### src/rtl/ether_unpacker.sv
// ether_unpacker: restores a 12-bit event-data stream from 16-bit Ethernet RX
// words (3 input words -> 4 output words), with backpressure, trailing-pad
// discard and run abort.
// Optional build macro UNPACK_PADCHK_EN: when defined, PadErr flags nonzero
// discarded pad bits; when undefined, PadErr is tied low.
//
// Handshake: a word is transferred on a clock edge where StrobeIn=1 and
// ReadyIn=1; StrobeIn while ReadyIn=0 drops the word and sets sticky Overrun.
module ether_unpacker #(
    parameter int CNT_W = 24
) (
    input  logic             Clock,
    input  logic             Reset,
    input  logic [15:0]      DataIn,
    input  logic             StrobeIn,
    input  logic             PadIn,
    input  logic             endRun,
    output logic             ReadyIn,
    output logic [11:0]      DataOut,
    output logic             StrobeOut,
    output logic [CNT_W-1:0] WordCnt,
    output logic             Overrun,
    output logic             PadErr
);

    // One-hot phase: number of leftover bits held (0, 4, 8, 12)
    localparam logic [3:0] P0 = 4'b0001;
    localparam logic [3:0] P1 = 4'b0010;
    localparam logic [3:0] P2 = 4'b0100;
    localparam logic [3:0] P3 = 4'b1000;

    logic [3:0]  phase;
    logic [3:0]  phaseNext;
    logic [11:0] hold;
    logic [11:0] holdNext;
    logic [11:0] dataNext;
    logic        strobeNext;
    logic        accept;

    // P3 is the drain cycle for the fully held word, so no input is taken then
    assign ReadyIn = (phase != P3);
    assign accept  = StrobeIn && ReadyIn;

    // Phase register; Reset returns to P0
    always_ff @(posedge Clock) begin
        if (Reset) phase <= P0;
        else       phase <= phaseNext;
    end

    // Next phase: pad or endRun always closes the run, illegal codes recover to P0
    always_comb begin
        phaseNext = P0;
        case (phase)
            P0, P1, P2: begin
                if (endRun || (accept && PadIn)) phaseNext = P0;
                else if (accept)                 phaseNext = {phase[2:0], 1'b0};
                else                             phaseNext = phase;
            end
            P3:      phaseNext = P0;
            default: phaseNext = P0;
        endcase
    end

    // Output/datapath decode: which 12 bits complete this cycle and what is left over
    always_comb begin
        dataNext   = DataOut;
        strobeNext = 1'b0;
        holdNext   = hold;
        case (phase)
            P0: if (accept) begin
                dataNext      = DataIn[15:4];
                strobeNext    = 1'b1;
                holdNext[3:0] = DataIn[3:0];
            end
            P1: if (accept) begin
                dataNext      = {hold[3:0], DataIn[15:8]};
                strobeNext    = 1'b1;
                holdNext[7:0] = DataIn[7:0];
            end
            P2: if (accept) begin
                dataNext   = {hold[7:0], DataIn[15:12]};
                strobeNext = 1'b1;
                holdNext   = DataIn[11:0];
            end
            P3: begin
                dataNext   = hold;
                strobeNext = 1'b1;
            end
            default: ;
        endcase
    end

    // Registered outputs, emitted-word counter and sticky overrun flag
    always_ff @(posedge Clock) begin
        if (Reset) begin
            hold      <= '0;
            DataOut   <= '0;
            StrobeOut <= 1'b0;
            WordCnt   <= '0;
            Overrun   <= 1'b0;
        end else begin
            hold      <= holdNext;
            DataOut   <= dataNext;
            StrobeOut <= strobeNext;
            if (strobeNext)
                WordCnt <= WordCnt + CNT_W'(1);
            if (StrobeIn && !ReadyIn)
                Overrun <= 1'b1;
        end
    end

`ifdef UNPACK_PADCHK_EN
    logic padDirty;

    // Pad bits that a pad word discards in the current phase are nonzero
    always_comb begin
        padDirty = 1'b0;
        case (phase)
            P0:      padDirty = |DataIn[3:0];
            P1:      padDirty = |DataIn[7:0];
            P2:      padDirty = |DataIn[11:0];
            default: padDirty = 1'b0;
        endcase
    end

    // PadErr pulse aligned with the pad word's StrobeOut
    always_ff @(posedge Clock) begin
        if (Reset) PadErr <= 1'b0;
        else       PadErr <= accept && PadIn && padDirty;
    end
`else
    assign PadErr = 1'b0;
`endif

endmodule

### config.mk
export PLATFORM = sky130hd
export DESIGN_NAME = ether_unpacker
export DESIGN_NICKNAME = d
export VERILOG_FILES = /design/src/rtl/ether_unpacker.sv
export SDC_FILE = /design/constraint.sdc
export NUM_CORES = 1
export LEC_CHECK = 0
export CELL_PAD_IN_SITES_DETAIL_PLACEMENT = 1
export CELL_PAD_IN_SITES_GLOBAL_PLACEMENT = 2
export CORE_UTILIZATION = 34
export CTS_BUF_LIST = sky130_fd_sc_hd__clkbuf_8
export DETAILED_ROUTE_END_ITERATION = 12
export GPL_TIMING_DRIVEN = 0
export PLACE_DENSITY_LB_ADDON = 0.1
export SLEW_MARGIN = 20
export SYNTH_ARGS = -nofsm -noshare
export SYNTH_HDL_FRONTEND = slang
export SYNTH_SLANG_ARGS = --single-unit
### constraint.sdc
create_clock -name Clock -period 3.85 [get_ports Clock]
set_input_delay 0.385 -clock Clock [delete_from_list [all_inputs] [get_ports Clock]]
set_output_delay 0.385 -clock Clock [all_outputs]
set_load 0.1 [all_outputs]
## Yosys cells after proc, flatten, opt, wreduce, memory -nomap -nowiden

Cells that the tools add are included.
W data, S select, Z words.

- Bits of input ports: 21
- Word-level logic and storage cells: 43
- Register bits: 54

- Mux-type cells: 11
- Reduce and logical (&&, ||, !) cells: 14
- Add/sub/neg operators: 1
- Equality and inequality tests: 8
- Bitwise gates (word level): 1

Operators by type and width:

| cell | count |
|---|---|
| $pmux W12 S4 | 1 |
| $mux W12 | 3 |
| $add A24 B1 Y24 const B | 1 |
| $mux W8 | 2 |
| $pmux W4 S3 | 1 |
| $pmux W4 S2 | 1 |
| $reduce_and A4 Y1 | 2 |
| $ne A2 B2 Y1 const B | 3 |
| $reduce_or A3 Y1 | 2 |
| $eq A4 B1 Y1 const B | 1 |
| $eq A4 B2 Y1 const B | 1 |
| $eq A4 B3 Y1 const B | 1 |
| $eq A4 B4 Y1 const B | 1 |
| $mux W4 | 1 |
| $ne A4 B4 Y1 const B | 1 |
| $reduce_bool A4 Y1 | 1 |
| $logic_and A1 B1 Y1 | 3 |
| $reduce_and A3 Y1 | 1 |
| $reduce_bool A3 Y1 | 1 |
| $pmux W1 S2 | 1 |
| $reduce_and A2 Y1 | 1 |
| $reduce_bool A2 Y1 | 1 |
| $logic_not A1 Y1 | 1 |
| $logic_or A1 B1 Y1 | 1 |
| 2 further kinds | 2 |

## Depth between registers and ports, before layout

Gate-level depths: netlist (run 1).

- Word-level depth: 5
- Mapped depth: 8
- Gate-level depth less buffers: 5

## Worst setup path before layout (run 1)

OpenSTA, ideal clock, no wires.

- Path kind: register to register
- Start: register WordCnt[1]
- End: register WordCnt[13]
- Stages on the path, launching flop included: 6
- Slack: 1.358 ns
- Required time: 3.727 ns
- Path buffers: 1
- Library setup time: 0.123 ns
- Data arrival time: 2.368 ns
- Path through: dfxtp_1 -> and3_1 -> buf_1 -> nand3_1 -> a2111oi_2 -> mux2_1

- Word-level cells in the longest chain between the ends: 1

Ends and longest elaborated chain:

| element | line | text |
|---|---|---|
| start, declared | 21 | `output logic [CNT_W-1:0] WordCnt,` |
| start signal, assigned | 106 | `WordCnt <= WordCnt + CNT_W'(1);` |
| $add A24 B1 Y24 | 106 |  |

No other way between the ends.
A chain may end at the register's enable or synchronous reset.

## Final worst setup path (run 1)

- Start: register phase[2]
- End: output port ReadyIn

- Word-level cells in the longest chain between the ends: 1

Ends and longest elaborated chain:

| element | line | text |
|---|---|---|
| start, declared | 32 | `logic [3:0] phase;` |
| start signal, assigned | 47 | `else phase <= phaseNext;` |
| $ne A4 B4 Y1 | 41 | `assign ReadyIn = (phase != P3);` |
| end, declared | 18 | `output logic ReadyIn,` |

No other way between the ends.

==> results of run 1 <==
metal layers:
metal  up-vias  GRT usage (%)  wire (um)
met4         0          4.744         52
met3         4          2.846        326
li1       1311              -          -
met5         -              0          0
met1      1284          29.13       4116
met2        62          33.58       3987
worst min path at each step:
| stage | start | slack [ps] | cells past startpoint | to |
|---|---|---|---|---|
| after detailed placement | hold[10] | 450 | 2 | hold[10] |
| final | hold[10] | 460 | 2 | hold[10] |
| after CTS | hold[10] | 460 | 2 | hold[10] |
| after floorplan | hold[10] | 440 | 2 | hold[10] |
| after global placement | hold[10] | 450 | 2 | hold[10] |
| after global routing | hold[10] | 490 | 2 | hold[10] |
per-stage QoR:
stage / area [sq um] / setup WS [ps]
after floorplan: 2835 / 1358
after global placement: 3543 / 987.1
after detailed placement: 3543 / 1008
after CTS: 3656 / 653.5
after global routing: 3656 / 520.5
final: 3656 / 663.8
power breakdown:
part | leakage (uW) | switching [uW] | internal, uW | total [uW]
Clock | 0.0000573 | 190 | 209 | 399
Combinational | 0.000780 | 182 | 71.4 | 254
Sequential | 0.000439 | 12.6 | 577 | 589
Total | 0.00128 | 385 | 857 | 1240
flip-flops by register name, summed over array words and instances, names as in the netlist:
signal,cells
StrobeOut,1
hold,12
Overrun,1
DataOut,12
WordCnt,24
phase,4
synth_stat cells (all sizes together), types with 7 or more instances:
master / instances / area (sq um)
a211oi: 7 / 52.55
dfxtp: 54 / 1081
a311oi: 13 / 113.9
buf: 12 / 76.32
a222oi: 12 / 120.1
nand2: 38 / 142.6
nor2b: 20 / 125.1
a2111oi: 9 / 166.4
nor3: 15 / 75.07
nand4: 7 / 43.79
clkbuf: 17 / 65.06
nand3: 11 / 55.05
mux2: 22 / 247.7
nor2: 31 / 116.4
a21oi: 18 / 90.09
worst min-delay path, stage by stage (launching register included):
cell	delay, ps
sky130_fd_sc_hd__dfxtp_1	320
sky130_fd_sc_hd__nand2_1	50
sky130_fd_sc_hd__a21oi_1	50
layout by cell type (no fill, tap or decap), drive strengths merged, types with 13 or more instances in the layout:
| cell type | instances |
|---|---|
| a21oi | 18 |
| a311oi | 13 |
| clkbuf | 23 |
| clkdlybuf4s50 | 58 |
| dfxtp | 54 |
| mux2 | 22 |
| nand2 | 38 |
| nor2 | 31 |
| nor2b | 20 |
| nor3 | 15 |
cell type report:
| class | instances | area (sq um) |
|---|---|---|
| Tap cell | 102 | 127.6 |
| Sequential cell | 54 | 1081 |
| Multi-Input combinational cell | 231 | 1594 |
| Buffer | 29 | 141.4 |
| Fill cell | 946 | 4232 |
| Clock buffer | 6 | 82.58 |
| Clock inverter | 1 | 30.03 |
| Timing Repair Buffer | 58 | 580.6 |
| Inverter | 5 | 18.77 |
logic make-up after synthesis:
group / after synthesis / synth area share, %
other: 1 / 0.1323
buffers and inverters: 34 / 5.648
AOI/OAI and AO/OA: 68 / 21.32
DFF: 54 / 38.13
xor gates and xnor gates: 1 / 0.3090
and+or+nand+nor: 132 / 23.17
muxes: 28 / 10.86
adders and majority gates: 1 / 0.4412
==> summary.json, run 1 <==
{
  "outcome": {"value": "finished clean"},
  "area.growth.synth_to_final": {"value": 28.95, "unit": "%"},
  "crit-reg2reg-capture": {"value": "WordCnt[11]"},
  "route.detailed.drc": {"value": 0},
  "worst-path-buf-inv": {"value": 3},
  "cts_tree": {"value": "yes"},
  "timing.critical_path.arrival": {"value": 2800, "unit": "ps"},
  "htree_num_levels": {"value": 2},
  "grtUsageTotal": {"value": 20.74, "unit": "%"},
  "routabilityCongestion": {"value": 0.8362},
  "post_synthesis_net_count": {"value": 341},
  "yosys.cell_types.count": {"value": 40},
  "leakagePower": {"value": 0.001277, "unit": "uW"},
  "r2r_cells": {"value": 7},
  "vdd_ir_drop_max": {"value": 0.0002292, "unit": "V"},
  "rsz0062_at_grt": {"value": "false"},
  "timing_hold_violations_final": {"value": 0},
  "worst-path-max-fanout": {"value": 10},
  "die_boundary_width": {"value": 93.32, "unit": "um"},
  "synth-warning-count": {"value": 0},
  "antenna_cells_inserted": {"value": 0},
  "cts.clk_slew.worst_paths": {"value": 100, "unit": "ps"},
  "share_of_post_route_cells_with_drive_strength_above_1": {"value": 12.24, "unit": "%"},
  "critical_path.max_stage_delay": {"value": 1230, "unit": "ps"},
  "post_drt_wl_per_cell": {"value": 17.45, "unit": "um"},
  "grt_max_degree": {"value": 16},
  "detail_route.first_pass.iterations": {"value": 4},
  "top_level_ports": {"value": 61},
  "finalMaxSlewViolations": {"value": 0},
  "finish.net_count": {"value": 406},
  "finish.utilization": {"value": 46.35, "unit": "%"},
  "hold_path.class": {"value": "reg -> reg"},
  "synth-async-reset-ratio": {"value": 0, "unit": "%"},
  "cts_setup_buffers": {"value": 0},
  "fp.dieArea": {"value": 0.008708, "unit": "sq mm"},
  "routed_via_density": {"value": 5.475},
  "cp-start-kind": {"value": "flop"},
  "drt_wirelength": {"value": 8483, "unit": "um"},
  "hold-worst-slack": {"value": 463.2, "unit": "ps"},
  "critPathCaptureType": {"value": "primary output"},
  "post_cts_hold_fix_bufs": {"value": 0},
  "crit_path_end": {"value": "ReadyIn"},
  "dp_hpwl": {"value": 6177, "unit": "um"},
  "total_power": {"value": 1242, "unit": "uW"},
  "final_critical_period": {"value": 3186, "unit": "ps"},
  "worst_pin_slew": {"value": 979.7, "unit": "ps"},
  "final.setup.tns": {"value": 0, "unit": "ps"},
  "worst_path_dominant_cell_family": {"value": "buffers and inverters"},
  "core.rowCount": {"value": 32},
  "first_global_vias": {"value": 2785},
  "worstPathCellList": {"value": "nor4b_4 -> inv_2 -> clkbuf_1 -> clkdlybuf4s50_1"},
  "cts_sinks": {"value": 54},
  "seq_area_frac_synth": {"value": 38.13, "unit": "%"},
  "yosys_most_used_dff": {"value": "sky130_fd_sc_hd__dfxtp_1"},
  "synth_area": {"value": 0.002835, "unit": "sq mm"},
  "placed_cells": {"value": 479},
  "postRouteAntennaNets": {"value": 0},
  "maximum_clock_frequency": {"value": 313.9, "unit": "MHz"},
  "initialDrtViolationCount": {"value": 127},
  "power_density": {"value": 339.7, "unit": "mW/mm^2"},
  "cell_chosen_for_the_clock_root": {"value": "sky130_fd_sc_hd__clkbuf_8"},
  "reg2reg_slack": {"value": 1610, "unit": "ps"},
  "via_count": {"value": 2661},
  "max_slew_margin": {"value": 34.48, "unit": "%"},
  "slowest_stage": {"value": "sky130_fd_sc_hd__clkdlybuf4s50_1"},
  "rr_startpoint": {"value": "phase[0]"},
  "cts-resized-gates": {"value": 0},
  "first_element_of_the_critical_path": {"value": "phase[2]"},
  "fp.coreArea": {"value": 0.007888, "unit": "sq mm"},
  "number_of_enable_type_register_cells_in_the_synthesized_netlist": {"value": 0},
  "ys_seq_elements": {"value": 54},
  "grt_overflow_total": {"value": 0},
  "max-cap-violations": {"value": 0},
  "final-instance-count-excl-fill": {"value": 486},
  "fp.dieH": {"value": 93.32, "unit": "um"},
  "clock_path_buffers": {"value": 2},
  "floorplan.initialDensity": {"value": 35.95, "unit": "%"},
  "grt_first_pass_wirelength": {"value": 14170, "unit": "um"},
  "clock_insertion_delay_worst_skew": {"value": 300, "unit": "ps"},
  "syn-mean-instance-area": {"value": 8.888, "unit": "sq um"},
  "fin_crit_sh": {"value": 82.76, "unit": "%"},
  "crit_required": {"value": 3460, "unit": "ps"},
  "timing.final.setup_violations": {"value": 0},
  "cp_class": {"value": "reg -> out"},
  "numCtsBuffers": {"value": 5},
  "antenna_violations_before_repair": {"value": 0},
  "clock-skew-final": {"value": 5.781, "unit": "ps"},
  "critical_path_depth": {"value": 4},
  "synthesis.instances": {"value": 319},
  "portBuffers": {"value": 58}
}
No activity file was read; power rests on OpenSTA's default activity.
==> inputs of run 2 (changes only) <==
CORE_UTILIZATION = 28   (was 34)
clock period = 2.8 ns   (was 3.85 ns; I/O delays follow)
==> run 2 against run 1 <==
  * Clock skew up 8.4 ps
  * Critical path type unchanged
  * Critical path depth increased by 1
  * Clock-buffer cell count is 1 lower
  * Largest power group unchanged
  * Global-route usage fell by 3.1 points
==> summary.json, run 2 (synthesized netlist as in run 1, its figures left out) <==
{
  "outcome": {"value": "finished clean"},
  "area.growth.synth_to_final": {"value": 29.35, "unit": "%"},
  "hold_path.class": {"value": "reg -> reg"},
  "route.detailed.drc": {"value": 0},
  "numCtsBuffers": {"value": 5},
  "initialDrtViolationCount": {"value": 135},
  "crit_required": {"value": 2520, "unit": "ps"},
  "routed_via_density": {"value": 5.181},
  "timing_hold_violations_final": {"value": 0},
  "clock-skew-final": {"value": 14.15, "unit": "ps"},
  "worst_pin_slew": {"value": 983.0, "unit": "ps"},
  "cp_class": {"value": "reg -> out"},
  "grt_max_degree": {"value": 18},
  "cts.clk_slew.worst_paths": {"value": 110, "unit": "ps"},
  "first_element_of_the_critical_path": {"value": "phase[0]"},
  "portBuffers": {"value": 58},
  "cell_chosen_for_the_clock_root": {"value": "sky130_fd_sc_hd__clkbuf_8"},
  "vdd_ir_drop_max": {"value": 0.0002488, "unit": "V"},
  "largestRegisters": {"value": "WordCnt: 24 flops, DataOut: 12 flops, hold: 12 flops"},
  "final.setup.tns": {"value": 0, "unit": "ps"},
  "antenna_cells_inserted": {"value": 0},
  "detail_route.first_pass.iterations": {"value": 6},
  "max-cap-violations": {"value": 0},
  "routabilityCongestion": {"value": 0.7807},
  "critPathCaptureType": {"value": "primary output"},
  "share_of_post_route_cells_with_drive_strength_above_1": {"value": 12.73, "unit": "%"},
  "filler_cell_count": {"value": 1186},
  "clock_path_buffers": {"value": 2},
  "timing.critical_path.arrival": {"value": 2140, "unit": "ps"},
  "mostFrequentLayoutCell": {"value": "sky130_fd_sc_hd__clkdlybuf4s50_1"},
  "power_density": {"value": 442.7, "unit": "mW/mm^2"},
  "fin_crit_sh": {"value": 86.55, "unit": "%"},
  "die_boundary_width": {"value": 102.6, "unit": "um"},
  "hold_path_start": {"value": "hold[10]"},
  "cts_setup_buffers": {"value": 0},
  "largest_register": {"value": "WordCnt"},
  "rr_startpoint": {"value": "phase[2]"},
  "first_global_vias": {"value": 2668},
  "dp_hpwl": {"value": 6443, "unit": "um"},
  "largest_register_ffs": {"value": 24},
  "htree_num_levels": {"value": 2},
  "rsz0062_at_grt": {"value": "false"},
  "finish.utilization": {"value": 37.52, "unit": "%"},
  "postRouteAntennaNets": {"value": 0},
  "cts_sinks": {"value": 54},
  "maximum_clock_frequency": {"value": 412.7, "unit": "MHz"},
  "worst-path-max-fanout": {"value": 10},
  "antenna_violations_before_repair": {"value": 0},
  "fp.coreArea": {"value": 0.009774, "unit": "sq mm"},
  "drt_wirelength": {"value": 8816, "unit": "um"},
  "post_drt_wl_per_cell": {"value": 17.02, "unit": "um"},
  "grt_first_pass_wirelength": {"value": 14090, "unit": "um"},
  "fp.dieH": {"value": 102.6, "unit": "um"},
  "grt_overflow_total": {"value": 0},
  "cts_tree": {"value": "yes"},
  "timing.final.setup_violations": {"value": 0},
  "most_frequent_cells_in_the_layout": {"value": "sky130_fd_sc_hd__clkdlybuf4s50_1 (57), sky130_fd_sc_hd__dfxtp_1 (54), sky130_fd_sc_hd__nand2_1 (38), sky130_fd_sc_hd__nor2_1 (31), sky130_fd_sc_hd__nor2b_1 (20)"},
  "max_slew_margin": {"value": 34.26, "unit": "%"},
  "top_level_ports": {"value": 61},
  "fp.dieArea": {"value": 0.01053, "unit": "sq mm"},
  "via_count": {"value": 2684},
  "post_cts_hold_fix_bufs": {"value": 0},
  "floorplan.initialDensity": {"value": 29.01, "unit": "%"},
  "core.rowCount": {"value": 36},
  "final_critical_period": {"value": 2423, "unit": "ps"},
  "cp-start-kind": {"value": "flop"},
  "finalMaxSlewViolations": {"value": 0},
  "hold-worst-slack": {"value": 475.3, "unit": "ps"},
  "grtUsageTotal": {"value": 17.62, "unit": "%"},
  "leakagePower": {"value": 0.001263, "unit": "uW"},
  "clock_insertion_delay_worst_skew": {"value": 320, "unit": "ps"},
  "finish.net_count": {"value": 406}
}
## run 2: layout make-up
cell class	instances	area, sq um	area share (%)
clock inverter	3	21.27	0.5800
buffer	29	141.4	3.855
sequential	54	1081	29.48
tap	133	166.4	4.538
timing repair buffer	58	575.6	15.69
inverter	5	18.77	0.5118
clock buffer	5	68.82	1.876
multi-input combinational	231	1594	43.47
## run 2: metrics by stage
stage,power [uW],cell area [sq um],cells,setup WS [ps]
2_1_floorplan,1071,2835,319,308.3
3_3_place_gp,1181,3582,510,4.961
3_5_place_dp,1182,3582,510,58.99
4_1_cts,1647,3671,518,13.77
5_1_grt,1703,3667,518,234.9
6_report,1624,3667,518,376.7
## run 2: power by group
group          total [uW]  switching, uW  internal (uW)
sequential            812           18.4            793
clock                 462            285            177
combinational         350            252           98.1
total                1620            555           1070
## run 2: worst paths after layout
kind              slack, ps  cells after the start  endpoint
setup / recovery        380                      5   ReadyIn
hold / removal          480                      2  hold[10]
setup reg to reg        550                      4   hold[4]
hold reg to reg         480                      2  hold[10]
## run 2: timing repair
action	4_1_cts	5_1_grt
endpoints found under the setup margin	1	1
resized for setup	1	2
hold endpoints to repair	0	0
## run 2: critical path, cell delays in order (launching register included)
cell and delay (ps):
sky130_fd_sc_hd__dfxtp_1 310, sky130_fd_sc_hd__buf_4 160, sky130_fd_sc_hd__nor4b_4 400, sky130_fd_sc_hd__inv_2 220
sky130_fd_sc_hd__clkbuf_1 300, sky130_fd_sc_hd__clkbuf_2 440
## run 2: per-layer routing
metal / GRT usage (%) / share of wire, %
met5: 0 / 0
met4: 3.626 / 0.58
met3: 2.915 / 4.6
met2: 28.36 / 46
met1: 24.75 / 48
==> inputs of run 3 (changes only) <==
CORE_MARGIN = 2   (was not set)
==> run 3 against run 2 <==
  * Combinational power about the same
  * Sequential share of layout area shrank 0.20 points
  * Core utilization is 0.083 points higher
  * Maximum frequency shrank 4.0%
  * Sequential power is essentially flat
  * Register-to-register slack is essentially flat
  * Worst hold slack got worse by 7.3 ps
==> summary.json, run 3 (synthesized netlist as in run 1, its figures left out) <==
{
  "slowest_stage": {"value": "sky130_fd_sc_hd__clkdlybuf4s15_2"},
  "fp.coreArea": {"value": 0.009819, "unit": "sq mm"},
  "critPathCaptureType": {"value": "primary output"},
  "cts.clk_slew.worst_paths": {"value": 100, "unit": "ps"},
  "worstPathCellList": {"value": "nor4b_4 -> inv_2 -> clkbuf_1 -> clkdlybuf4s15_2"},
  "final_critical_period": {"value": 2525, "unit": "ps"},
  "maximum_clock_frequency": {"value": 396.1, "unit": "MHz"},
  "routabilityCongestion": {"value": 0.7524},
  "leakagePower": {"value": 0.001279, "unit": "uW"},
  "top_level_ports": {"value": 61},
  "first_element_of_the_critical_path": {"value": "phase[2]"},
  "cp_class": {"value": "reg -> out"},
  "grt_first_pass_wirelength": {"value": 14590, "unit": "um"},
  "cts_setup_buffers": {"value": 0},
  "internal_power": {"value": 1155, "unit": "uW"},
  "max-cap-violations": {"value": 0},
  "postRouteAntennaNets": {"value": 0},
  "portBuffers": {"value": 58},
  "vdd_ir_drop_max": {"value": 0.0001715, "unit": "V"},
  "hold_path_start": {"value": "hold[8]"},
  "final-instance-count-excl-fill": {"value": 518},
  "fp.dieH": {"value": 104.6, "unit": "um"},
  "post_drt_wl_per_cell": {"value": 17.33, "unit": "um"},
  "grt_overflow_total": {"value": 0},
  "p_clk_share": {"value": 31.8, "unit": "%"},
  "fin_ws": {"value": 275.4, "unit": "ps"},
  "rsz0062_at_grt": {"value": "false"},
  "timing.critical_path.arrival": {"value": 2240, "unit": "ps"},
  "hold_path.class": {"value": "reg -> reg"},
  "dp_hpwl": {"value": 6727, "unit": "um"},
  "rr_startpoint": {"value": "phase[0]"},
  "timing.final.setup_violations": {"value": 0},
  "drt_wirelength": {"value": 8975, "unit": "um"},
  "grtUsageTotal": {"value": 16.57, "unit": "%"},
  "antenna_violations_before_repair": {"value": 0},
  "largest_register": {"value": "WordCnt"},
  "timing_hold_violations_final": {"value": 0},
  "critical_path.max_stage_delay": {"value": 630, "unit": "ps"},
  "cp-start-kind": {"value": "flop"},
  "core.rowCount": {"value": 36},
  "antenna_cells_inserted": {"value": 0},
  "htree_num_levels": {"value": 2},
  "initialDrtViolationCount": {"value": 96},
  "post-place-ws": {"value": -7.628, "unit": "ps"},
  "hold-worst-slack": {"value": 468.0, "unit": "ps"},
  "numCtsBuffers": {"value": 5},
  "cts_sinks": {"value": 54},
  "final.setup.tns": {"value": 0, "unit": "ps"},
  "worst-path-max-fanout": {"value": 10},
  "route.detailed.drc": {"value": 0},
  "die_boundary_width": {"value": 104.6, "unit": "um"},
  "routed_via_density": {"value": 5.212},
  "detail_route.first_pass.iterations": {"value": 6},
  "fin_crit_sh": {"value": 90.16, "unit": "%"},
  "crit_required": {"value": 2520, "unit": "ps"},
  "share_of_post_route_cells_with_drive_strength_above_1": {"value": 12.73, "unit": "%"},
  "max_slew_margin": {"value": 33.91, "unit": "%"},
  "power_density": {"value": 461.4, "unit": "mW/mm^2"},
  "floorplan.initialDensity": {"value": 28.87, "unit": "%"},
  "cts_tree": {"value": "yes"},
  "worst_pin_slew": {"value": 988.2, "unit": "ps"},
  "placed_cells": {"value": 510},
  "most_frequent_cells_in_the_layout": {"value": "sky130_fd_sc_hd__clkdlybuf4s50_1 (57), sky130_fd_sc_hd__dfxtp_1 (54), sky130_fd_sc_hd__nand2_1 (38), sky130_fd_sc_hd__nor2_1 (31), sky130_fd_sc_hd__nor2b_1 (20)"},
  "clock-skew-final": {"value": 7.771, "unit": "ps"},
  "fp.dieArea": {"value": 0.01095, "unit": "sq mm"},
  "area.growth.synth_to_final": {"value": 30.23, "unit": "%"},
  "largest_register_ffs": {"value": 24},
  "via_count": {"value": 2700},
  "p_comb_share": {"value": 20.5, "unit": "%"},
  "mostFrequentLayoutCell": {"value": "sky130_fd_sc_hd__clkdlybuf4s50_1"},
  "outcome": {"value": "finished clean"},
  "finalMaxSlewViolations": {"value": 0},
  "largestRegisters": {"value": "WordCnt: 24 flops, DataOut: 12 flops, hold: 12 flops"},
  "cell_chosen_for_the_clock_root": {"value": "sky130_fd_sc_hd__clkbuf_8"},
  "finish.net_count": {"value": 406},
  "net-switching-power": {"value": 548.1, "unit": "uW"},
  "seq_power_share": {"value": 47.7, "unit": "%"},
  "clock_insertion_delay_worst_skew": {"value": 310, "unit": "ps"},
  "fraction_of_power_spent_switching_nets": {"value": 32.18, "unit": "%"},
  "first_global_vias": {"value": 2755},
  "grt_max_degree": {"value": 17},
  "clock_path_buffers": {"value": 2}
}
## run 3: what timing repair did
action                                  CTS  global route
endpoints found under the setup margin    1             0
hold buffers                              0             0
gates resized for setup                   3             0
## run 3: per-stage QoR
stage / cell area (sq um) / total power, uW / utilization [%]
6_report: 3692 / 1704 / 37.60
3_3_place_gp: 3582 / 1181 / 36.48
5_1_grt: 3692 / 1780 / 37.60
2_1_floorplan: 2835 / 1071 / -
4_1_cts: 3692 / 1729 / 37.60
3_5_place_dp: 3582 / 1183 / 36.48
## run 3: worst max-delay path: cells and delay by family, from the launching register on
family,cells,cell delay [ps]
simple gates,1,120
flops,1,500
buf+inv,3,1320
## run 3: area by class of cell
class	count	area [sq um]
inverter	5	18.77
timing repair buffer	58	581.8
sequential	54	1081
clock inverter	3	40.04
tap	133	166.4
multi-input combinational	231	1594
buffer	29	141.4
fill	1209	6127
clock buffer	5	68.82
## run 3: worst paths after layout
kind / endpoint / slack (ps) / cells after the start
worst max-delay path: ReadyIn / 280 / 4
worst min register to register: hold[8] / 470 / 2
worst min-delay path: hold[8] / 470 / 2
worst max register to register: WordCnt[11] / 550 / 7
## run 3: layer usage
layer	GRT usage [%]	share of wire (%)	vias to the layer above	routed length, um
met2	29.27	50	55	4493
met1	20.89	45	1329	4069
li1	-	-	1308	-
met3	2.433	3.2	8	285
met4	4.762	1.4	0	126
met5	0	0	-	0
## run 3: power by group through the flow
| stage | logic (uW) | clock network [uW] | registers [uW] |
|---|---|---|---|
| 2_1_floorplan | 103 | 0 | 968 |
| 3_3_place_gp | 351 | 0 | 830 |
| 3_5_place_dp | 353 | 0 | 830 |
| 4_1_cts | 354 | 562 | 813 |
| 5_1_grt | 371 | 592 | 816 |
| 6_report | 349 | 542 | 812 |
